### config.mk
export PLATFORM = sky130hd
export DESIGN_NAME = pixel_packet_framer_flat
export DESIGN_NICKNAME = d
export VERILOG_FILES = /design/src/rtl/pixel_packet_framer_if.sv /design/src/rtl/pixel_packet_framer.sv /design/src/flat_wrapper.sv
export SDC_FILE = /design/constraint.sdc
export NUM_CORES = 2
export LEC_CHECK = 0
export CAP_MARGIN = 40
export CORE_UTILIZATION = 52
export CTS_CLUSTER_SIZE = 8
export DETAILED_ROUTE_END_ITERATION = 12
export PLACE_DENSITY = 0.83
export SETUP_SLACK_MARGIN = 0.3
export SYNTH_ARGS = -nofsm -noshare
export SYNTH_HDL_FRONTEND = slang
export SYNTH_SLANG_ARGS = --single-unit
### constraint.sdc
create_clock -name tx_pixel_clk -period 5.85 [get_ports tx_pixel_clk]
set_input_delay 1.17 -clock tx_pixel_clk [delete_from_list [all_inputs] [get_ports tx_pixel_clk]]
set_output_delay 1.17 -clock tx_pixel_clk [all_outputs]
set_load 0.005 [all_outputs]
### src/rtl/pixel_packet_framer_if.sv
// Bundle of pixel-timing inputs, payload request handshake and framed pixel output
// for pixel_packet_framer; the source/timing side uses master, the framer uses slave.
interface pixel_packet_framer_if #(
    parameter int DLEN_MAX = 43,
    parameter int OUT_W    = 64,
    parameter int XY_W     = 10
);
    logic [XY_W-1:0]       x;
    logic [XY_W-1:0]       y;
    logic                  pixel_de;
    logic                  req;
    logic [15:0]           req_len;
    logic [7:0]            req_type;
    logic [DLEN_MAX*8-1:0] req_data;
    logic                  req_ack;
    logic                  req_err;
    logic                  busy;
    logic                  done;
    logic [OUT_W-1:0]      pixel_value;

    modport master (
        output x, y, pixel_de, req, req_len, req_type, req_data,
        input  req_ack, req_err, busy, done, pixel_value
    );

    modport slave (
        input  x, y, pixel_de, req, req_len, req_type, req_data,
        output req_ack, req_err, busy, done, pixel_value
    );
endinterface

### src/rtl/pixel_packet_framer.sv
// Frames a variable-length payload (SOF, header, payload, XOR checksum, EOF) and
// serialises it as BEAT_BYTES-wide beats into the active video, one packet per frame.
module pixel_packet_framer #(
    parameter int         DLEN_MAX   = 43,
    parameter int         BEAT_BYTES = 6,
    parameter int         OUT_W      = 64,
    parameter int         H_ACTIVE   = 640,
    parameter int         V_ACTIVE   = 480,
    parameter int         XY_W       = 10,
    parameter logic [7:0] PHL_ID     = 8'h00
) (
    input  logic                  tx_pixel_clk,
    input  logic                  tx_pixel_rstn,
    pixel_packet_framer_if.slave  bus
);
    localparam int          DI_W      = (DLEN_MAX > 1) ? $clog2(DLEN_MAX) : 1;
    localparam logic [31:0] PIX_TOTAL = 32'(H_ACTIVE * V_ACTIVE);

    localparam logic [1:0] S_IDLE  = 2'd0;
    localparam logic [1:0] S_ARMED = 2'd1;
    localparam logic [1:0] S_SEND  = 2'd2;
    localparam logic [1:0] S_PAD   = 2'd3;

    logic [1:0]       r_state;
    logic [15:0]      r_len;
    logic [7:0]       r_type;
    logic [7:0]       r_data [DLEN_MAX];
    logic [16:0]      r_idx;
    logic [7:0]       r_chk;
    logic             r_ack;
    logic             r_err;
    logic             r_busy;
    logic             r_done;
    logic [OUT_W-1:0] r_pix;

    logic [16:0]      w_req_n;
    logic [31:0]      w_req_beats;
    logic             w_req_ok;
    logic             w_accept;
    logic [16:0]      w_n;
    logic             w_last;
    logic             w_frame_start;
    logic             w_final;
    logic [OUT_W-1:0] w_beat;
    logic [7:0]       w_chk_next;

    // Length and whole-packet-fits-in-one-frame checks on the live request.
    assign w_req_n     = {1'b0, bus.req_len} + 17'd9;
    assign w_req_beats = 32'((w_req_n + 17'(BEAT_BYTES - 1)) / 17'(BEAT_BYTES));
    assign w_req_ok    = (bus.req_len != 16'd0) && (bus.req_len <= 16'(DLEN_MAX))
                         && (w_req_beats <= PIX_TOTAL);
    assign w_accept    = (r_state == S_IDLE) && bus.req && w_req_ok;

    assign w_n           = {1'b0, r_len} + 17'd9;
    assign w_last        = (r_idx + 17'(BEAT_BYTES)) >= w_n;
    assign w_frame_start = bus.pixel_de && (bus.x == '0) && (bus.y == '0);
    assign w_final       = bus.pixel_de && (bus.x == XY_W'(H_ACTIVE - 1))
                           && (bus.y == XY_W'(V_ACTIVE - 1));

    // Beat assembly; the checksum chain runs lane by lane so CHK sees every
    // payload byte emitted earlier in the same beat.
    always_comb begin
        logic [16:0]     v_k;
        logic [DI_W-1:0] v_d;
        logic [7:0]      v_chk;
        logic [7:0]      v_byte;
        logic            v_pay;
        w_beat = '0;
        v_chk  = r_chk;
        v_k    = '0;
        v_d    = '0;
        v_byte = 8'h00;
        v_pay  = 1'b0;
        for (int i = 0; i < BEAT_BYTES; i++) begin
            v_k    = r_idx + 17'(i);
            v_d    = DI_W'(v_k - 17'd6);
            v_pay  = (v_k >= 17'd6) && (v_k < ({1'b0, r_len} + 17'd6));
            v_byte = 8'h00;
            if (v_k == 17'd0)                           v_byte = 8'hEA;
            else if (v_k == 17'd1)                      v_byte = 8'hFF;
            else if (v_k == 17'd2)                      v_byte = PHL_ID;
            else if (v_k == 17'd3)                      v_byte = r_type;
            else if (v_k == 17'd4)                      v_byte = r_len[7:0];
            else if (v_k == 17'd5)                      v_byte = r_len[15:8];
            else if (v_pay)                             v_byte = r_data[v_d];
            else if (v_k == {1'b0, r_len} + 17'd6)      v_byte = v_chk;
            else if (v_k == {1'b0, r_len} + 17'd7)      v_byte = 8'hDD;
            else if (v_k == {1'b0, r_len} + 17'd8)      v_byte = 8'hAA;
            if (v_pay) v_chk = v_chk ^ v_byte;
            w_beat[8*i +: 8] = v_byte;
        end
        w_chk_next = v_chk;
    end

    for (genvar gi = 0; gi < DLEN_MAX; gi++) begin : g_data
        always_ff @(posedge tx_pixel_clk or negedge tx_pixel_rstn) begin
            if (!tx_pixel_rstn)
                r_data[gi] <= 8'h00;
            else if (w_accept)
                r_data[gi] <= bus.req_data[8*gi +: 8];
        end
    end

    always_ff @(posedge tx_pixel_clk or negedge tx_pixel_rstn) begin
        if (!tx_pixel_rstn) begin
            r_state <= S_IDLE;
            r_len   <= 16'd0;
            r_type  <= 8'h00;
            r_idx   <= 17'd0;
            r_chk   <= 8'h00;
            r_ack   <= 1'b0;
            r_err   <= 1'b0;
            r_busy  <= 1'b0;
            r_done  <= 1'b0;
            r_pix   <= '0;
        end else begin
            r_ack  <= 1'b0;
            r_err  <= 1'b0;
            r_done <= 1'b0;
            r_pix  <= '0;
            case (r_state)
                S_IDLE: begin
                    if (bus.req) begin
                        if (w_req_ok) begin
                            r_len   <= bus.req_len;
                            r_type  <= bus.req_type;
                            r_idx   <= 17'd0;
                            r_chk   <= 8'h00;
                            r_ack   <= 1'b1;
                            r_busy  <= 1'b1;
                            r_state <= S_ARMED;
                        end else begin
                            r_err <= 1'b1;
                        end
                    end
                end
                S_ARMED, S_SEND: begin
                    if ((r_state == S_ARMED) ? w_frame_start : bus.pixel_de) begin
                        r_pix <= w_beat;
                        r_chk <= w_chk_next;
                        if (!w_last) begin
                            r_idx   <= r_idx + 17'(BEAT_BYTES);
                            r_state <= S_SEND;
                        end else if (w_final) begin
                            r_done  <= 1'b1;
                            r_busy  <= 1'b0;
                            r_state <= S_IDLE;
                        end else begin
                            r_state <= S_PAD;
                        end
                    end
                end
                default: begin
                    if (w_final) begin
                        r_done  <= 1'b1;
                        r_busy  <= 1'b0;
                        r_state <= S_IDLE;
                    end
                end
            endcase
        end
    end

    assign bus.req_ack     = r_ack;
    assign bus.req_err     = r_err;
    assign bus.busy        = r_busy;
    assign bus.done        = r_done;
    assign bus.pixel_value = r_pix;
endmodule

### src/flat_wrapper.sv
// flat-port wrapper written by rule: the top's interface ports become plain ports
module pixel_packet_framer_flat 
#(
    parameter int         DLEN_MAX   = 43,
    parameter int         BEAT_BYTES = 6,
    parameter int         OUT_W      = 64,
    parameter int         H_ACTIVE   = 640,
    parameter int         V_ACTIVE   = 480,
    parameter int         XY_W       = 10,
    parameter logic [7:0] PHL_ID     = 8'h00
)
  (tx_pixel_clk, tx_pixel_rstn, bus_x, bus_y, bus_pixel_de, bus_req, bus_req_len, bus_req_type, bus_req_data, bus_req_ack, bus_req_err, bus_busy, bus_done, bus_pixel_value);
  pixel_packet_framer_if #(.DLEN_MAX(DLEN_MAX), .OUT_W(OUT_W), .XY_W(XY_W)) bus_i ();
  input  logic tx_pixel_clk;
  input  logic tx_pixel_rstn;
  input wire logic [$bits(bus_i.x)-1:0] bus_x;
  input wire logic [$bits(bus_i.y)-1:0] bus_y;
  input wire logic [$bits(bus_i.pixel_de)-1:0] bus_pixel_de;
  input wire logic [$bits(bus_i.req)-1:0] bus_req;
  input wire logic [$bits(bus_i.req_len)-1:0] bus_req_len;
  input wire logic [$bits(bus_i.req_type)-1:0] bus_req_type;
  input wire logic [$bits(bus_i.req_data)-1:0] bus_req_data;
  output wire logic [$bits(bus_i.req_ack)-1:0] bus_req_ack;
  output wire logic [$bits(bus_i.req_err)-1:0] bus_req_err;
  output wire logic [$bits(bus_i.busy)-1:0] bus_busy;
  output wire logic [$bits(bus_i.done)-1:0] bus_done;
  output wire logic [$bits(bus_i.pixel_value)-1:0] bus_pixel_value;
  assign bus_i.x = bus_x;
  assign bus_i.y = bus_y;
  assign bus_i.pixel_de = bus_pixel_de;
  assign bus_i.req = bus_req;
  assign bus_i.req_len = bus_req_len;
  assign bus_i.req_type = bus_req_type;
  assign bus_i.req_data = bus_req_data;
  assign bus_req_ack = bus_i.req_ack;
  assign bus_req_err = bus_i.req_err;
  assign bus_busy = bus_i.busy;
  assign bus_done = bus_i.done;
  assign bus_pixel_value = bus_i.pixel_value;
  pixel_packet_framer #(.DLEN_MAX(DLEN_MAX), .BEAT_BYTES(BEAT_BYTES), .OUT_W(OUT_W), .H_ACTIVE(H_ACTIVE), .V_ACTIVE(V_ACTIVE), .XY_W(XY_W), .PHL_ID(PHL_ID)) u_core (.tx_pixel_clk(tx_pixel_clk), .tx_pixel_rstn(tx_pixel_rstn), .bus(bus_i));
endmodule
======== Word level (Yosys, flattened, before mapping) ========
Cells that the tools add are included.
storage, ports and cells
  register bits ........................... 463
  output and inout port bits .............. 68
cells by class
  add/subtract/negate cells ............... 18
  divide/modulo/power cells ............... 1
  $lt $le $gt $ge ......................... 21
  equal/unequal tests ..................... 57
  mux-type cells .......................... 119
  bitwise operators ....................... 12
  reductions and logical operators ........ 32
operators with widths
  cell                                                                count
  two-way mux 8 bit                                                   81
  == test 17 bit                                                      18
  binary-select mux 8 bit (select 6 bit)                              6
  == test 17 x 2 -> 1 bit, second input constant                      12
  == test 17 x 3 -> 1 bit, second input constant                      12
  == test 17 x 1 -> 1 bit, second input constant                      6
  greater-or-equal comparator 17 x 3 -> 1 bit, second input constant  6
  zero test 17 bit                                                    6
  < comparator 17 bit                                                 6
  two-way mux 17 bit                                                  4
  two-way mux 64 bit                                                  1
  adder 16 x 4 -> 17 bit, second input constant                       3
  adder 17 x 3 -> 17 bit, second input constant                       3
  two-way mux 48 bit                                                  1
  XOR 8 bit                                                           6
  greater-or-equal comparator 7 bit, second input constant            6
  NOT 6 -> 7 bit                                                      6
  subtractor 6 x 3 -> 6 bit, second input constant                    6
  adder 16 x 3 -> 17 bit, second input constant                       2
  adder 17 x 2 -> 17 bit, second input constant                       2
  case mux 17 bit (2 select lines)                                    1
  divider 32 x 3 -> 32 bit, second input constant                     1
  <= comparator 32 x 19 -> 1 bit, second input constant               1
  zero test 10 bit                                                    2
  24 further kinds                                                    62

======== Depth between registers and ports, before layout ========
  depth after elaboration ................. 66
  mapped depth ............................ 28

======== Least setup slack after synthesis ========
OpenSTA, ideal clock, no wires.
  kind .................................... register to register
  start point ............................. reg u_core.r_idx[1]
  end point ............................... reg u_core.r_idx[3]
  setup time .............................. 87 ps
  data arrival time ....................... 6,306 ps
  data required time ...................... 5,763 ps
  path slack .............................. -543 ps
  cell stages (with the launch flop) ...... 28
  clock period less this slack ............ 6,393 ps
  path through ............................ dfrtp_1 buf_6 buf_6 buf_4 inv_2 buf_2 buf_2 clkbuf_1 clkbuf_1 ha_1 buf_4 buf_2 buf_4 inv_1 clkbuf_1 clkbuf_1 ha_1 a21o_1 a21o_1 a21o_1 a21o_1 a21o_1 a21o_1 a21oi_1 o21ai_0 a211o_1 or3_1 o211ai_1
between the ends
  word-level cells in the longest chain between the ends .. 4
  elaborated cells on any way between the ends .. 7
  classes of those cells .................. add/sub: 1; order compare: 1; eq/ne: 1; mux: 3; reduce/logical: 1
ends and longest elaborated chain
  item                                                                                      RTL line                                               RTL
  start: declaration                                                                        pixel_packet_framer.sv:28                              logic [16:0] r_idx;
  start signal: assignment                                                                  pixel_packet_framer.sv:142                             r_idx <= r_idx + 17'(BEAT_BYTES);
  adder 17 x 3 -> 17 bit (*)                                                                pixel_packet_framer.sv:55, pixel_packet_framer.sv:142
  greater-or-equal comparator 17 bit / two-way mux 17 bit (equally long branches)           pixel_packet_framer.sv:55, pixel_packet_framer.sv:141
  != test 2 bit (no line) / two-way mux 17 bit (equally long branches)                      -
  AND reduction 5 bit (no line) / case mux 17 bit (2 select lines) (equally long branches)  -
Mark *: on every way between the ends. The rest lies on a longest branch, timed or not. The select of a mux whose other input is x is not followed.
A chain may end at the register's enable or synchronous reset.

======== Worst setup path in the final report ========
  start point ............................. reg u_core.r_len[1]
  end point ............................... reg u_core.r_pix[40] (netlist: u_core.bus.pixel_value[40])
between the ends
  word-level cells in the longest chain between the ends .. 63
  elaborated cells on any way between the ends .. 92
  classes of those cells .................. add/sub: 2; order compare: 6; eq/ne: 12; mux: 61; bitwise: 5; reduce/logical: 6
ends and longest elaborated chain
  item                                                                             RTL line                    RTL
  start: declaration                                                               pixel_packet_framer.sv:25   logic [15:0] r_len;
  start signal: assignment                                                         pixel_packet_framer.sv:125  r_len <= bus.req_len;
  parallel branches: the longest is 54 deep, another holds adder 16 x 3 -> 17 bit  -
  two-way mux 8 bit (*)                                                            pixel_packet_framer.sv:85   else if (v_pay) v_byte = r_data[v_d];
  two-way mux 8 bit (*)                                                            pixel_packet_framer.sv:84   else if (v_k == 17'd5) v_byte = r_len[15:8];
  two-way mux 8 bit (*)                                                            pixel_packet_framer.sv:83   else if (v_k == 17'd4) v_byte = r_len[7:0];
  two-way mux 8 bit (*)                                                            pixel_packet_framer.sv:82   else if (v_k == 17'd3) v_byte = r_type;
  two-way mux 8 bit (*)                                                            pixel_packet_framer.sv:81   else if (v_k == 17'd2) v_byte = PHL_ID;
  two-way mux 8 bit (*)                                                            pixel_packet_framer.sv:80   else if (v_k == 17'd1) v_byte = 8'hFF;
  two-way mux 8 bit (*)                                                            pixel_packet_framer.sv:79   if (v_k == 17'd0) v_byte = 8'hEA;
  two-way mux 48 bit (*)                                                           pixel_packet_framer.sv:138  if ((r_state == S_ARMED) ? w_frame_start : bus.pixel_de) begin
  two-way mux 64 bit (*)                                                           pixel_packet_framer.sv:121  case (r_state)
  end signal: assignment                                                           pixel_packet_framer.sv:139  r_pix <= w_beat;
  end: declaration                                                                 pixel_packet_framer.sv:34   logic [OUT_W-1:0] r_pix;
Every way passes the cells marked *.

==> run_results.csv <==
group,metric,value,unit
clock_network,clk_transition_reported_paths,50,ps
yosys,synth_xor_area_frac,0.0783,
clock_network,clk_root_buffer_cell,"sky130_fd_sc_hd__clkbuf_16",
drt,highest_metal_layer_with_signal_wires,"met5",
placement,place_hpwl,112000,um
clock_network,cts-buffers-inserted,67,
critical_path,critical_path_required,6380,ps
power,pwr-share-comb,0.674,
sta,finalMaxSlewViolations,0,
run_status,status,"complete, no violations",
critical_path,timing.critical_path.fanout_max,12,
sta,finalWorstSetupSlack,455,ps
floorplanning,dieArea,68400,um^2
cells_and_area,fillerInstances,5005,
grt,initial_antenna_violation_count,18,
clock_network,htree_levels,3,
drt,met2_length,66400,um
job,maxCapViolCount,0,
cells_and_area,final_cell_mix,"sky130_fd_sc_hd__dfrtp_1 (444), sky130_fd_sc_hd__clkdlybuf4s50_1 (442), sky130_fd_sc_hd__mux2_2 (359)",
yosys,ys_dominant_reg_cell,"sky130_fd_sc_hd__dfrtp_1",
placement,place.port_buffers,443,
yosys,synthDistinctLibCells,105,
yosys,synth_enable_flop_cells,0,
cells_and_area,final_core_utilization,0.656,
critical_path,critical_path_class,"reg2reg",
power,share_clk_of_total_power,0.169,
floorplanning,top_level_ports,460,
floorplanning,core_box_area,66200,um^2
sta,fin_setup_tns,0,ps
yosys,yosysTopAreaCellShare,0.319,
grt,first_global_vias,32054,
sta,final_min_period_over_clock_period,0.922,
sta,slew-limit-headroom,0.389,
cells_and_area,area_delta_synth_final,24.1,%
clock_network,clk_latency,640,ps
drt,met1_length,51400,um
yosys,synth_seq_area_share,0.319,
cells_and_area,layout-drive-gt1-share,0.258,
grt,track_usage,0.432,
sta,rsz0062_at_grt,"no",
cells_and_area,finish.net_count,4304,
power,switching_share,0.481,
drt,routed-via-count,32623,
drt,route.final.wire_length,148000,um
clock_network,maximum_clock_insertion_buffer_count,3,
critical_path,worst_setup_path_start_kind,"register",
drt,detailedRoute.firstPassIterationCount,7,
yosys,synthesized_flop_and_latch_total,446,
power,power.total,22.3,mW
drt,detail_route.wl_per_cell,31.7,um
sta,finalHoldViolCount,0,
yosys,syn_area_per_cell,10.7,um^2
power,p_leak,19.0,nW
clock_network,clock-sinks,446,
yosys,syn_area,35000,um^2
yosys,async_reset_ff_frac,1.00,
grt,largest_net_degree_at_the_start_of_global_routing,131,
placement,placed_cells_incl_taps,4583,
yosys,synth_adder_area_share,0.0445,
drt,drt_iter0_drc,4995,
cells_and_area,fin_cells,4672,
clock_network,postCtsHoldBufs,0,
floorplanning,die_height,262,um
placement,gp_congestion,1.16,
yosys,synth_warnings,0,
sta,finalSetupViolCount,0,
yosys,synth_top_family_by_area,"multiplexers",
yosys,compound_gate_portion_of_the_synthesized_area,0.118,
drt,drc,0,
floorplanning,rows,94,
cells_and_area,mostFrequentLayoutCell,"sky130_fd_sc_hd__dfrtp_1",
critical_path,cp_arrival,5930,ps
sta,max_freq,0.185,GHz
drt,post_drt_via_cell_ratio,6.98,
sta,finalClockSkew,46.6,ps
power,peakVddDrop,0.000401,V
grt,grt_pass1_wl,215000,um
yosys,synth_mux_area_frac,0.283,
clock_network,cts_tree,"built",
power,power.internal,11.6,mW
floorplanning,initial_core_util,0.529,
yosys,synth_simple_gate_area_frac,0.115,
drt,ant_nets,0,
yosys,synth.largest_area_cell,"sky130_fd_sc_hd__dfrtp_1",
drt,met3RoutedLength,19100,um
critical_path,crit_path_capture_type,"register",
sta,worst_slew_pin_slew,905,ps
power,pwr_density_cell,514,nW/um^2
floorplanning,die_width,262,um
placement,setup_slack_after_placement,323,ps
sta,min_period,5390,ps
yosys,syn-instance-count,3274,
clock_network,postCtsSetupRepairBufs,0,
power,net-switching-power,10.7,mW
yosys,ys_top_cells_by_area,"sky130_fd_sc_hd__dfrtp_1 (32%), sky130_fd_sc_hd__mux4_2 (14%), sky130_fd_sc_hd__mux2_2 (12%)",
grt,gr-total-overflow,0,
power,seq_power_share,0.157,
clock_network,ctsResizeCount,0,
worst_hold_path,min_path_type,"in2async",
-- synthesized netlist by cell type (all sizes together), types with 14 or more instances --
library cell  instances
o211ai               24
a31oi                33
xnor2               185
a21o                 35
inv                  70
o21a                 18
nor3                 82
nor2b                31
ha                  123
nor2                194
mux2i                79
nand2b               15
o22ai                23
o21ai               154
or2                  14
nand4                58
o31ai                16
and3                 17
buf                 120
a211oi               38
nand3                75
nand2               218
dfrtp               446
clkbuf              131
xor2                 83
nor4                 52
mux2                359
mux4                225
a21oi               148
-- power groups by stage --
| stage | Clock [mW] | Combinational, mW | Sequential, mW |
|---|---|---|---|
| detailed placement | 0 | 14.4 | 3.53 |
| global placement | 0 | 14.2 | 3.53 |
| CTS | 3.78 | 14.5 | 3.48 |
| finish | 3.77 | 15.1 | 3.50 |
| floorplan | 0 | 9.29 | 3.44 |
| global route | 3.92 | 15.6 | 3.50 |
-- state kept, by name (all words and copies together) (netlist names) --
name,count
u_core.bus.busy,1
u_core.bus.done,1
u_core.bus.pixel_value,48
u_core.bus.req_ack,1
u_core.bus.req_err,1
u_core.r_chk,8
u_core.r_data,344
u_core.r_idx,16
u_core.r_len,16
u_core.r_state,2
u_core.r_type,8
-- metal layers --
layer | vias to the layer above | global-route usage
li1 | 13357 | -
met1 | 15835 | 0.533
met2 | 2719 | 0.663
met3 | 688 | 0.140
met4 | 24 | 0.257
met5 | - | 0.00625
-- critical path, stage by stage, from the launching register on --
cell	delay, ps
sky130_fd_sc_hd__dfrtp_1	370
sky130_fd_sc_hd__buf_4	240
sky130_fd_sc_hd__o2111ai_4	400
sky130_fd_sc_hd__nor2_1	110
sky130_fd_sc_hd__xnor2_1	510
sky130_fd_sc_hd__ha_1	430
sky130_fd_sc_hd__a211oi_1	260
sky130_fd_sc_hd__a31oi_1	180
sky130_fd_sc_hd__o221a_4	310
sky130_fd_sc_hd__or2_1	230
sky130_fd_sc_hd__or4_4	580
sky130_fd_sc_hd__xnor2_2	170
sky130_fd_sc_hd__xnor2_1	340
sky130_fd_sc_hd__xnor2_1	240
sky130_fd_sc_hd__xnor3_1	490
sky130_fd_sc_hd__a21o_1	210
sky130_fd_sc_hd__a211oi_2	200
-- layout make-up --
type,instances,area (um^2),share of cell area
diodes,8,20.0,0.000461
clock buffers,70,1710,0.0393
clock inverters,10,267,0.00613
inverters,73,277,0.00636
multi-input cells,2519,22500,0.519
flip-flops and latches,446,11200,0.257
well taps,864,1080,0.0249
repair buffers,682,6400,0.147
-- worst paths after layout --
path / startpoint / to / slack (ps) / cells past startpoint
setup reg to reg: u_core.r_len[1]$_DFFE_PN0P_ / u_core.bus.pixel_value[40]$_DFF_PN0_ / 460 / 16
hold reg to reg: u_core.bus.busy$_DFFE_PN0P_ / u_core.bus.busy$_DFFE_PN0P_ / 500 / 1
min in group tx_pixel_clk: u_core.bus.busy$_DFFE_PN0P_ / u_core.bus.busy$_DFFE_PN0P_ / 500 / 1
max in group asynchronous: tx_pixel_rstn / u_core.r_data[182]$_DFFE_PN0P_ / 4110 / 2
setup / recovery: u_core.r_len[1]$_DFFE_PN0P_ / u_core.bus.pixel_value[40]$_DFF_PN0_ / 460 / 16
hold / removal: tx_pixel_rstn / u_core.bus.pixel_value[36]$_DFF_PN0_ / 500 / 1
-- stage by stage --
stage	area, um^2	hold slack [ps]
6_report	43500	496
2_1_floorplan	35100	473
5_1_grt	43400	531
3_3_place_gp	41300	494
3_5_place_dp	41400	496
4_1_cts	43400	507
-- cell families after synthesis --
kind of cell    Yosys count
flops                   446
compound gates          625
other cells               1
mux                     663
xor+xnor                281
simple gates            809
fa+ha+maj               125
buf+inv                 324
(Power assumes the default switching activity.)
